`src/rtl/frv_common_pkg.sv`:
```
// Shared FRV definitions: op-select width and bit positions, owner encoding,
// arbiter state encoding and a one-hot op helper.
package frv_common;

   // Width of the one-hot ALU operation-select vector.
   localparam int unsigned NOP = 33;

   // Bit positions inside the op-select vector (op_add .. op_sro order).
   localparam int unsigned OP_ADD    = 0;
   localparam int unsigned OP_SUB    = 1;
   localparam int unsigned OP_XOR    = 2;
   localparam int unsigned OP_OR     = 3;
   localparam int unsigned OP_AND    = 4;
   localparam int unsigned OP_SLT    = 5;
   localparam int unsigned OP_SLTU   = 6;
   localparam int unsigned OP_SLL    = 7;
   localparam int unsigned OP_SRL    = 8;
   localparam int unsigned OP_SRA    = 9;
   localparam int unsigned OP_ROL    = 10;
   localparam int unsigned OP_ROR    = 11;
   localparam int unsigned OP_ANDN   = 12;
   localparam int unsigned OP_ORN    = 13;
   localparam int unsigned OP_XNOR   = 14;
   localparam int unsigned OP_CLZ    = 15;
   localparam int unsigned OP_CTZ    = 16;
   localparam int unsigned OP_PCNT   = 17;
   localparam int unsigned OP_MIN    = 18;
   localparam int unsigned OP_MAX    = 19;
   localparam int unsigned OP_MINU   = 20;
   localparam int unsigned OP_MAXU   = 21;
   localparam int unsigned OP_SEXT_B = 22;
   localparam int unsigned OP_SEXT_H = 23;
   localparam int unsigned OP_ZEXT_H = 24;
   localparam int unsigned OP_REV8   = 25;
   localparam int unsigned OP_ORC_B  = 26;
   localparam int unsigned OP_BSET   = 27;
   localparam int unsigned OP_BCLR   = 28;
   localparam int unsigned OP_BINV   = 29;
   localparam int unsigned OP_BEXT   = 30;
   localparam int unsigned OP_SLO    = 31;
   localparam int unsigned OP_SRO    = 32;

   // Which requester owns the held result.
   typedef enum logic {
      OWN_P0 = 1'b0,
      OWN_P1 = 1'b1
   } owner_e;

   // Arbiter FSM: IDLE holds nothing, HOLD holds one result for the owner.
   typedef enum logic {
      ST_IDLE = 1'b0,
      ST_HOLD = 1'b1
   } arb_state_e;

   // One-hot op-select vector with bit idx set.
   function automatic logic [NOP-1:0] op_bit(input int unsigned idx);
      logic [NOP-1:0] v;
      v      = '0;
      v[idx] = 1'b1;
      return v;
   endfunction

endpackage

```
`src/rtl/frv_alu_arb_sel.sv`:
```
// 2:1 request mux toward the shared ALU, zero-gated when nothing is granted.
// Ports: sel0/sel1 grant strobes (at most one high); req0_*/req1_* request
// payloads; alu_* payload presented to the ALU (all-zero when idle).
module frv_alu_arb_sel #(
   parameter int unsigned XLEN = 32,
   parameter int unsigned NOP  = 33
) (
   input  logic            sel0,
   input  logic            sel1,
   input  logic [NOP-1:0]  req0_ops,
   input  logic [XLEN-1:0] req0_opr_a,
   input  logic [XLEN-1:0] req0_opr_b,
   input  logic [4:0]      req0_shamt,
   input  logic [NOP-1:0]  req1_ops,
   input  logic [XLEN-1:0] req1_opr_a,
   input  logic [XLEN-1:0] req1_opr_b,
   input  logic [4:0]      req1_shamt,
   output logic [NOP-1:0]  alu_ops,
   output logic [XLEN-1:0] alu_opr_a,
   output logic [XLEN-1:0] alu_opr_b,
   output logic [4:0]      alu_shamt
);

   // Zero by default so the ALU inputs do not toggle outside grant cycles.
   always_comb begin
      alu_ops   = '0;
      alu_opr_a = '0;
      alu_opr_b = '0;
      alu_shamt = '0;
      if (sel0) begin
         alu_ops   = req0_ops;
         alu_opr_a = req0_opr_a;
         alu_opr_b = req0_opr_b;
         alu_shamt = req0_shamt;
      end else if (sel1) begin
         alu_ops   = req1_ops;
         alu_opr_a = req1_opr_a;
         alu_opr_b = req1_opr_b;
         alu_shamt = req1_shamt;
      end
   end

endmodule

```
`src/rtl/frv_alu_arb.sv`:
```
// Two-requester arbiter in front of a shared ALU (pipeline = port 0,
// ISE/coprocessor = port 1). One outstanding transaction, latency 1,
// back-to-back grants when the owner consumes its result.
// Ports: g_clk/g_resetn clock and async active-low reset;
// req{0,1}_* request handshake + payload; rsp{0,1}_* result handshake;
// alu_* payload to the external ALU, alu_result returned from it.
module frv_alu_arb #(
   parameter int unsigned XLEN       = 32,
   parameter int unsigned NOP        = 33,
   parameter int unsigned STARVE_MAX = 4
) (
   input  logic            g_clk,
   input  logic            g_resetn,
   input  logic            req0_valid,
   output logic            req0_ready,
   input  logic [NOP-1:0]  req0_ops,
   input  logic [XLEN-1:0] req0_opr_a,
   input  logic [XLEN-1:0] req0_opr_b,
   input  logic [4:0]      req0_shamt,
   output logic            rsp0_valid,
   input  logic            rsp0_ready,
   output logic [XLEN-1:0] rsp0_result,
   input  logic            req1_valid,
   output logic            req1_ready,
   input  logic [NOP-1:0]  req1_ops,
   input  logic [XLEN-1:0] req1_opr_a,
   input  logic [XLEN-1:0] req1_opr_b,
   input  logic [4:0]      req1_shamt,
   output logic            rsp1_valid,
   input  logic            rsp1_ready,
   output logic [XLEN-1:0] rsp1_result,
   output logic [NOP-1:0]  alu_ops,
   output logic [XLEN-1:0] alu_opr_a,
   output logic [XLEN-1:0] alu_opr_b,
   output logic [4:0]      alu_shamt,
   input  logic [XLEN-1:0] alu_result
);

   import frv_common::*;

   localparam int unsigned SW = (STARVE_MAX < 1) ? 1 : $clog2(STARVE_MAX + 1);
   localparam logic [SW-1:0] STARVE_LIM = SW'(STARVE_MAX);

   arb_state_e      state_q, state_d;
   owner_e          owner_q, owner_d;
   logic [XLEN-1:0] result_q, result_d;
   logic [SW-1:0]   starve_q, starve_d;

   logic owner_rdy;
   logic can_grant;
   logic starve_hit;
   logic gnt0;
   logic gnt1;

   // State and datapath registers.
   always_ff @(posedge g_clk or negedge g_resetn) begin
      if (!g_resetn) begin
         state_q  <= ST_IDLE;
         owner_q  <= OWN_P0;
         result_q <= '0;
         starve_q <= '0;
      end else begin
         state_q  <= state_d;
         owner_q  <= owner_d;
         result_q <= result_d;
         starve_q <= starve_d;
      end
   end

   // Grant decision, next state, result capture and starvation counter.
   always_comb begin
      state_d    = state_q;
      owner_d    = owner_q;
      result_d   = result_q;
      starve_d   = starve_q;
      gnt0       = 1'b0;
      gnt1       = 1'b0;
      owner_rdy  = (owner_q == OWN_P1) ? rsp1_ready : rsp0_ready;
      // A held result being consumed frees the slot in the same cycle.
      can_grant  = (state_q == ST_IDLE) || owner_rdy;
      starve_hit = req1_valid && (starve_q == STARVE_LIM);

      if (can_grant) begin
         if (req1_valid && (starve_hit || !req0_valid)) begin
            gnt1 = 1'b1;
         end else if (req0_valid) begin
            gnt0 = 1'b1;
         end
      end

      if (gnt0 || gnt1) begin
         state_d  = ST_HOLD;
         owner_d  = gnt1 ? OWN_P1 : OWN_P0;
         result_d = alu_result;
      end else if ((state_q == ST_HOLD) && owner_rdy) begin
         state_d = ST_IDLE;
      end

      // Counts every cycle requester 1 waits, granted slot or not.
      if (!req1_valid || gnt1) begin
         starve_d = '0;
      end else if (starve_q != STARVE_LIM) begin
         starve_d = starve_q + SW'(1);
      end
   end

   assign req0_ready  = gnt0;
   assign req1_ready  = gnt1;
   assign rsp0_valid  = (state_q == ST_HOLD) && (owner_q == OWN_P0);
   assign rsp1_valid  = (state_q == ST_HOLD) && (owner_q == OWN_P1);
   assign rsp0_result = rsp0_valid ? result_q : '0;
   assign rsp1_result = rsp1_valid ? result_q : '0;

   frv_alu_arb_sel #(
      .XLEN (XLEN),
      .NOP  (NOP)
   ) u_sel (
      .sel0       (gnt0),
      .sel1       (gnt1),
      .req0_ops   (req0_ops),
      .req0_opr_a (req0_opr_a),
      .req0_opr_b (req0_opr_b),
      .req0_shamt (req0_shamt),
      .req1_ops   (req1_ops),
      .req1_opr_a (req1_opr_a),
      .req1_opr_b (req1_opr_b),
      .req1_shamt (req1_shamt),
      .alu_ops    (alu_ops),
      .alu_opr_a  (alu_opr_a),
      .alu_opr_b  (alu_opr_b),
      .alu_shamt  (alu_shamt)
   );

endmodule

```
`config.mk`:
```
export PLATFORM = sky130hd
export DESIGN_NAME = frv_alu_arb
export DESIGN_NICKNAME = d
export VERILOG_FILES = /design/src/rtl/frv_common_pkg.sv /design/src/rtl/frv_alu_arb_sel.sv /design/src/rtl/frv_alu_arb.sv
export SDC_FILE = /design/constraint.sdc
export NUM_CORES = 1
export LEC_CHECK = 0
export ABC_AREA = 0
export CELL_PAD_IN_SITES_DETAIL_PLACEMENT = 0
export CELL_PAD_IN_SITES_GLOBAL_PLACEMENT = 1
export CORE_AREA = 2 2 159 161
export CTS_BUF_LIST = sky130_fd_sc_hd__clkbuf_8
export CTS_CLUSTER_SIZE = 40
export DETAILED_ROUTE_END_ITERATION = 12
export DIE_AREA = 0 0 161 163
export PLACE_DENSITY = 0.74
export SLEW_MARGIN = 40
export SYNTH_ARGS = -nofsm -noshare
export SYNTH_HDL_FRONTEND = slang
export SYNTH_HIERARCHICAL = 1
export SYNTH_SLANG_ARGS = --single-unit
```
`constraint.sdc`:
```
create_clock -name g_clk -period 3.65 [get_ports g_clk]
set_input_delay 1.095 -clock g_clk [delete_from_list [all_inputs] [get_ports g_clk]]
set_output_delay 1.095 -clock g_clk [all_outputs]
set_load 0.01 [all_outputs]
```
# Word level (Yosys, flattened, before mapping)
# Cells that the tools add are included.
# totals
regBits	37
inputBits	242
output_inout_bits	170
word_cells	43
# op_classes
n_reduce_logical	13
n_bitwise	2
addsub	1
mux	21
eq_ne	2
# op_table
operator	count
$mux W32	6
$mux W33	2
$mux W5	2
$mux W1	9
$mux W3	2
$logic_and A1 B1 Y1	5
$logic_or A1 B1 Y1	4
$reduce_bool A2 Y1	2
$add A3 B1 Y3 const B	1
$eq A3 B3 Y1 const B	1
$ne A3 B3 Y1 const B	1
$logic_not A1 Y1	2
$not A1 Y1	2

# Depth between registers and ports, before layout
# Gate-level depths: netlist (run 1).
# logic_depth
depth_word	8
mapped_depth	10
mapped_depth_nobuf	7

# Hierarchy
# Netlist (run 1), hierarchy kept.
# modules_own_cells
mod	seq_area_each_um2	area_per_inst_um2	n_inst	cells_each
frv_alu_arb	925.9	1980.6	1	177
frv_alu_arb_sel	0.0	1248.7	1	130

# Least setup slack after synthesis (run 1)
# OpenSTA, ideal clock, no wires.
# synth_timing
path_type	input-to-output
from	input rsp0_ready
to	output alu_opr_a[0]
required_ns	2.555
arrival_ns	2.363
cell_stages	8
path_slack_ns	0.192
n_path_buf	3
path_cell_list	mux2i_4 -> nand2_1 -> and3_1 -> buf_6 -> nor2b_4 -> buf_12 -> buf_12 -> a22o_1
# synth_between
elab_cells_between_ends	6
classes_between	mux (5); reduce/logical (1)
# synth_rtl
element	line_no	rtl
from (decl)	frv_alu_arb.sv:21	input logic rsp0_ready,
$mux W1	frv_alu_arb.sv:78	owner_rdy = (owner_q == OWN_P1) ? rsp1_ready : rsp0_ready;
$logic_or A1 B1 Y1	frv_alu_arb.sv:80	can_grant = (state_q == ST_IDLE) || owner_rdy;
$mux W1	frv_alu_arb.sv:83	if (can_grant) begin
named net req0_ready	frv_alu_arb.sv:15	output logic req0_ready,
$mux W32	frv_alu_arb_sel.sv:30	if (sel0) begin
to (decl)	frv_alu_arb.sv:33	output logic [XLEN-1:0] alu_opr_a,
# The timed path passes the listed nets, and every way through them passes these cells.

# Final worst setup path (run 1)
# layout_timing
from	input rsp0_ready
to	register starve_q[0]
# layout_between
elab_chain_cells	5
elab_cells_between_ends	6
classes_between	mux (3); reduce/logical (3)
# layout_lines
element	line_no	rtl
$mux W1 (*)	frv_alu_arb.sv:78	
$logic_or A1 B1 Y1 (*)	frv_alu_arb.sv:80	
$mux W1 (*)	frv_alu_arb.sv:83	
$logic_or A1 B1 Y1 (*)	frv_alu_arb.sv:100	if (!req1_valid || gnt1) begin
$mux W3 / $reduce_bool A2 Y1 (equally long branches)	n/a	
to (signal assigned)	frv_alu_arb.sv:66	starve_q <= starve_d;
to (decl)	frv_alu_arb.sv:47	logic [SW-1:0] starve_q, starve_d;
# Mark *: on every way between the ends. The rest lies on a longest branch, timed or not.
# A chain may end at the register's enable or synchronous reset.

==> results of run 1 <==
==> state kept, by name (all words and copies together) (netlist names) <==
register / cells
owner_q: 1
result_q: 32
state_q: 1
starve_q: 3
==> per-stage QoR <==
step	instance area (um2)	cells	power [uW]	setup TNS (ns)
after floorplan	3230	307	1140	0
after global placement	7650	1041	1990	-71.30
after detailed placement	7650	1041	2000	-72.55
after CTS	8020	1079	2430	0
after global routing	7820	1081	2530	-0.130
final	7820	1081	2380	-0.0742
==> area by class of cell <==
| type | instances | area, um2 | share of cell area, % |
|---|---|---|---|
| diodes | 3 | 7.51 | 0.0960 |
| clock inverters | 2 | 33.8 | 0.432 |
| clock buffers | 6 | 82.6 | 1.06 |
| repair buffers | 470 | 4410 | 56.4 |
| flip-flops and latches | 37 | 926 | 11.8 |
| well taps | 330 | 413 | 5.28 |
| inverters | 3 | 11.3 | 0.144 |
| multi-input cells | 230 | 1940 | 24.8 |
==> cell families after synthesis <==
kind of cell / count (synthesis) / synth area share (%)
and+or+nand+nor: 83 / 15.5
DFF: 37 / 28.7
muxes: 33 / 12.0
buffers and inverters: 40 / 13.3
AOI/OAI and AO/OA: 112 / 29.9
adders and majority gates: 2 / 0.775
==> final timing paths <==
kind / endpoint / from / slack [ns] / depth (start not counted)
min in group asynchronous: result_q[9]$_DFFE_PN0P_ / g_resetn / 0.76 / 1
min: result_q[24]$_DFFE_PN0P_ / result_q[24]$_DFFE_PN0P_ / 0.52 / 1
max reg2reg: starve_q[0]$_DFFE_PN0P_ / owner_q$_DFFE_PN0P_ / 0.33 / 21
max in group asynchronous: result_q[1]$_DFFE_PN0P_ / g_resetn / 2.55 / 1
min reg2reg: result_q[24]$_DFFE_PN0P_ / result_q[24]$_DFFE_PN0P_ / 0.52 / 1
max: starve_q[0]$_DFFE_PN0P_ / rsp0_ready / -0.04 / 22
==> cell usage after synthesis <==
master and n:
a21bo_2 1, a21oi_1 1, a21oi_4 1, a22o_1 100, a31oi_1 1, and2_1 33, and2_2 1, and3_1 29
and3_2 4, buf_12 11, buf_4 7, buf_6 5, clkbuf_1 10, dfrtp_1 37, dlymetal6s2s_1 4, ha_1 2
inv_1 3, mux2_2 31, mux2_4 1, mux2i_4 1, nand2_1 9, nand3_1 2, nor2_1 3, nor2b_4 1
nor3_1 1, o21ai_0 3, o21ai_1 2, o2bb2ai_1 1, o32ai_1 2
==> repair_timing <==
action,CTS,global route
endpoints found under the hold margin,0,0
setup endpoints to repair,104,90
buffers inserted,25,1
gates resized for setup,348,65
gates cloned,5,1
pin swaps,7,10
==> per-layer routing <==
| metal | GRT usage, % | share of wire, % |
|---|---|---|
| met1 | 17.5 | 39 |
| met4 | 3.29 | 1.1 |
| met5 | 0 | 0 |
| met2 | 26.1 | 51 |
| met3 | 4.25 | 8.5 |
==> power by group <==
group	total [uW]	leakage [uW]	internal, uW	switching (uW)
Clock	379	0.0000626	220	159
Combinational	1450	0.00293	894	560
Sequential	549	0.000435	492	56.7
==> critical path, stage by stage <==
cell	delay (ns)
buf_6	0.10
mux2i_4	0.18
nand2_2	0.10
buf_4	0.15
buf_4	0.12
buf_4	0.12
buf_4	0.13
buf_4	0.12
buf_4	0.12
buf_4	0.12
buf_4	0.12
buf_4	0.12
buf_4	0.12
buf_4	0.12
buf_4	0.12
buf_4	0.12
buf_4	0.13
buf_4	0.13
buf_4	0.12
buf_4	0.12
buf_4	0.14
o32ai_2	0.19
==> summary.md, run 1 <==
| Metric | Value |
|---|---|
| Status | complete, but fails checks |
| Failing checks | negative setup slack |
| Total CTS buffers | 5 |
| Wire per inst | between 15 and 20 um |
| Via density | 4.03 |
| Hold bufs inserted after CTS | 0 |
| H-tree levels | 2 |
| Crit path DAT | between 3 and 4 ns |
| Worst vdd ir | 258 uV |
| Core box area | about 25000 um2 |
| Initial Utilization | between 10% and 20% |
| Leak Pwr | between 0.003 and 0.004 uW |
| Via count | 4352 |
| Number of remaining DRC errors | 0 |
| Worst Setup End Kind | flip-flop |
| Worst hold path class | reg -> reg |
| Area delta synth->final | 142% |
| Ys Warns | 6 |
| Largest net degree at the start of global routing | 38 |
| Clock Tree Root | clkbuf_8 |
| GRT Total Usage | 14.7% |
| Top-area cell type share of the netlist area | about 29% |
| Setup-failing EPs final | 2 |
| Slew Limit Fails | 0 |
| Slew headroom | roughly two thirds |
| Fin Hold WS | 0.515 ns |
| Clk_skew | between 0.006 and 0.007 ns |
| Pwr dens | roughly 300 nW/um2 |
| Initial antenna violation count | 4 |
| Most common cell after layout, fill and taps aside | clkdlybuf4s50_1 |
| Netlist cell types | 29 |
| Most frequent cells in the layout | 303 x clkdlybuf4s50_1, 98 x a22o_1, 67 x buf_2 |
| Global placement routability congestion | 0.741 |
| Detail Route Antenna Nets | 0 |
| Fin. Hold Viols | 0 |
| RSZ-0062 raised after global routing | yes |
| CP Max Fanout | 3 |
| Reg clk slew, reported paths | approximately 0.080 ns |
| DP Wirelength | 16500 um |
| Port Buffers | 411 |
| WP data required | 3.86 ns |
| Synth area leaders | dfrtp_1 29%, a22o_1 27%, mux2_2 11% |
| CP Launch Type | input port |
| Die H | around 160 um |
| Crit path time final | around 3.7 ns |
| Nets | just under 1k |
| Mapped Cells | 307 |
| Chip width | ~160 um |
| Clk Latency, worst-skew pair | 0.30 ns |
| Initial DRC Count | around 210 |
| Post-layout util | a little under a third |
| FP Rows | 58 |
| Initial DRT Pass Iterations | 4 |
| Period utilization | 101% |
| Syn nets | 551 |
| Maximum buffer depth of the clock tree | 2 |
| Gr ovfl total | 0 |
| Post-route setup slack | -0.0387 ns |
| CTS tree | built |
| Maximum clock rate | roughly 270 MHz |
| Die area | roughly 26000 um2 |
| Slew @ Worst Pin | 0.495 ns |
| Max cap viols | 0 |
| Layout fillers | ~2.6k |
| Register area share after synthesis | 28.7% |
| Average cell area after synthesis | approximately 11 um2 |
| Clock sinks | 37 |
| Share of cells above drive strength 1 | roughly 29% |
| Yosys reg bits | 37 |
| Crit path kind | in -> reg |
| Number of global-route vias before repair | ~4.5k |
| Yosys top cell by area | dfrtp_1 |
| Synthesized cell area | about 3200 um2 |
| Global-route wire length before repair | just under 30000 um |
| DRT Wirelength | ~21000 um |
| I/O pin total | about 400 |
| Dpl ws | -0.764 ns |
Power figures use the tool's default switching activity.
==> inputs of run 2 (changes only) <==
- SKIP_CTS_REPAIR_TIMING: not set -> 1
==> run 2 against run 1 <==
  * The run still ends with negative setup slack left
  * Clock skew about the same
  * Register-to-register slack better by 1.5 ns
  * Clock power about the same
  * Final cell count down 1.0%
  * Largest power group unchanged
  * Highest routed layer unchanged
==> summary.md, run 2 (same netlist as run 1, synthesis figures left out) <==
| Metric | Value |
|---|---|
| Maximum buffer depth of the clock tree | 2 (unchanged) |
| Port Buffers | 411 (unchanged) |
| Die H | 163 um (unchanged) |
| Most frequent cells in the layout | 303 x clkdlybuf4s50_1, 99 x a22o_1, 53 x dlymetal6s2s_1 |
| Initial antenna violation count | 4 (unchanged) |
| Maximum clock rate | 262 MHz (-3.3%) |
| Failing checks | negative setup slack |
| Core box area | 24700 um2 (unchanged) |
| Flop pwr share | 23.3% (+0.3 points) |
| Worst vdd ir | 256 uV (-0.72%) |
| Reg clk slew, reported paths | 0.07 ns (about the same) |
| Net Sw Frac | 32.3% (-0.22 points) |
| Via count | 4307 (-1.0%) |
| Detail Route Antenna Nets | 0 (unchanged) |
| Gr ovfl total | 0 (unchanged) |
| Slew headroom | 67.3% (+0.26 points) |
| Total CTS buffers | 5 (unchanged) |
| Setup crit end | alu_ops[3] |
| Area delta synth->final | 145% |
| Chip width | 161 um (unchanged) |
| CP Max Fanout | 7 (+4) |
| Via density | 4.03 (about the same) |
| Min-delay src | result_q[22]$_DFFE_PN0P_ |
| Post-layout util | 32.0% (+0.33 points) |
| Crit path kind | in -> out |
| Setup-failing EPs final | 16 (+14) |
| FF-to-FF path depth | 5 (-76%) |
| Setup TNS | -0.879 ns (-0.805 ns) |
| Clock Tree Root | clkbuf_8 |
| Max FFs per register | 32 (unchanged) |
| Reg2reg end | result_q[30]$_DFFE_PN0P_ |
| I/O pin total | 412 (unchanged) |
| Pint | 1590 uW (-1.1%) |
| Top reg by flops | result_q |
| H-tree levels | 2 (unchanged) |
| R2R setup slack | 1.81 ns (+1.48 ns) |
| Dpl ws | -0.764 ns (unchanged) |
| CTS tree | built |
| Initial DRC Count | 255 (+20%) |
| Worst Setup End Kind | primary output |
| Sw power | 759 uW (-2.1%) |
| Nets | 980 (-1.1%) |
| GRT Total Usage | 13.8% (-0.83 points) |
| Layout fillers | 2561 (-0.85%) |
| Crit path time final | 3.82 ns (+0.127 ns) |
| Period utilization | 105% (+3.5 points) |
| Initial DRT Pass Iterations | 4 (unchanged) |
| Slew @ Worst Pin | 0.491 ns (-0.00383 ns) |
| Clock sinks | 37 (unchanged) |
| Worst setup startpoint | rsp0_ready |
| Pwr dens | 297 nW/um2 (-2.5%) |
| Most common cell after layout, fill and taps aside | clkdlybuf4s50_1 |
| Number of remaining DRC errors | 0 (unchanged) |
| Share of cells above drive strength 1 | 21.2% (-7.4 points) |
| CP Launch Type | input port |
| Regs by FF count | result_q: 32 flops, starve_q: 3 flops |
| Reg2Reg Launch Point | owner_q$_DFFE_PN0P_ |
| Post-route insts no fill | 1070 (-1.0%) |
| Clock power frac | 16.2% (+0.3 points) |
| DRT Wirelength | 20700 um (-1.0%) |
| DP Wirelength | 16500 um (unchanged) |
| FP Rows | 58 (unchanged) |
| Initial Utilization | 13.1% (unchanged) |
| Clk Latency, worst-skew pair | 0.29 ns (about the same) |
| Fin. Hold Viols | 0 (unchanged) |
| RSZ-0062 raised after global routing | yes |
| Slew Limit Fails | 0 (unchanged) |
| Post-route setup slack | -0.166 ns (-0.127 ns) |
| Die area | 26200 um2 (unchanged) |
| Crit path DAT | 2.72 ns (-1.18 ns) |
| Global-route wire length before repair | 27600 um (-5.6%) |
| Max cap viols | 0 (unchanged) |
| Largest net degree at the start of global routing | 38 (unchanged) |
| Leak Pwr | 0.00407 uW (+19%) |
| Cell count after placement | 1041 (unchanged) |
| Comb pwr share | 60.4% (-0.6 points) |
| Wire per inst | 19.3 um (about the same) |
| WP data required | 2.55 ns (-1.31 ns) |
| Global placement routability congestion | 0.741 (unchanged) |
| Number of global-route vias before repair | 4246 (-4.9%) |
| Worst hold path class | reg -> reg |
| Status | complete, but fails checks |
| Clk_skew | 0.00645 ns (+0.0000442 ns) |
## run 2: cell types whose count changed in the layout (fill, tap and decap cells not counted), moves of 3 or more
cell             previous run  this run
clkdlybuf4s15_1             4         0
buf_2                      67         5
buf_6                       7        11
clkbuf_2                   14        47
buf_4                      40        30
dlymetal6s2s_1              1        53
dlygate4sd2_1               6         0
clkdlybuf4s15_2            11         0
buf_12                      9         6
buf_16                      4         1
## run 2: per-stage QoR
| stage | area (um2) | power (uW) | hold WS, ns |
|---|---|---|---|
| floorplan | 3230 | 1140 | 0.487 |
| global placement | 7650 | 1990 | 0.501 |
| detailed placement | 7650 | 2000 | 0.504 |
| CTS | 7770 | 2400 | 0.522 |
| global route | 7900 | 2490 | 0.535 |
| finish | 7900 | 2350 | 0.515 |
## run 2: final cells by class
cell class                 count  area, um2  share of cell area, %
timing repair buffer         459       4520                   57.2
tap                          330        413                   5.22
multi-input combinational    230       1910                   24.2
clock inverter                 2       33.8                  0.427
antenna                        3       7.51                 0.0950
sequential                    37        926                   11.7
inverter                       3       11.3                  0.142
clock buffer                   6       82.6                   1.04
## run 2: power groups by stage
stage                     Combinational [uW]  Sequential, uW  Clock, uW
final                                   1420             548        381
after global routing                    1510             563        418
after CTS                               1450             550        399
after detailed placement                1440             557          0
after global placement                  1440             553          0
after floorplan                          604             534          0
## run 2: worst min-delay path by stage
stage | cells past startpoint | to
finish | 1 | result_q[22]$_DFFE_PN0P_
global route | 1 | result_q[24]$_DFFE_PN0P_
CTS | 1 | result_q[24]$_DFFE_PN0P_
floorplan | 1 | result_q[31]$_DFFE_PN0P_
detailed placement | 1 | result_q[24]$_DFFE_PN0P_
global placement | 1 | result_q[4]$_DFFE_PN0P_
## run 2: metal layers
| layer | up-vias | wire, um | GRT usage, % |
|---|---|---|---|
| li1 | 2035 | - | - |
| met1 | 2036 | 8240 | 16.7 |
| met2 | 219 | 10600 | 24.2 |
| met3 | 17 | 1640 | 4.10 |
| met4 | 0 | 220 | 3.29 |
| met5 | - | 0 | 0 |
## run 2: critical path, cell delays in order
cell and delay (ns):
buf_6 0.10, mux2i_4 0.17, and2_4 0.19, nor2_4 0.03, nor2b_4 0.13, buf_12 0.14
buf_8 0.13, buf_6 0.11, buf_6 0.10, buf_6 0.10, buf_6 0.10, a22o_1 0.19
buf_2 0.14
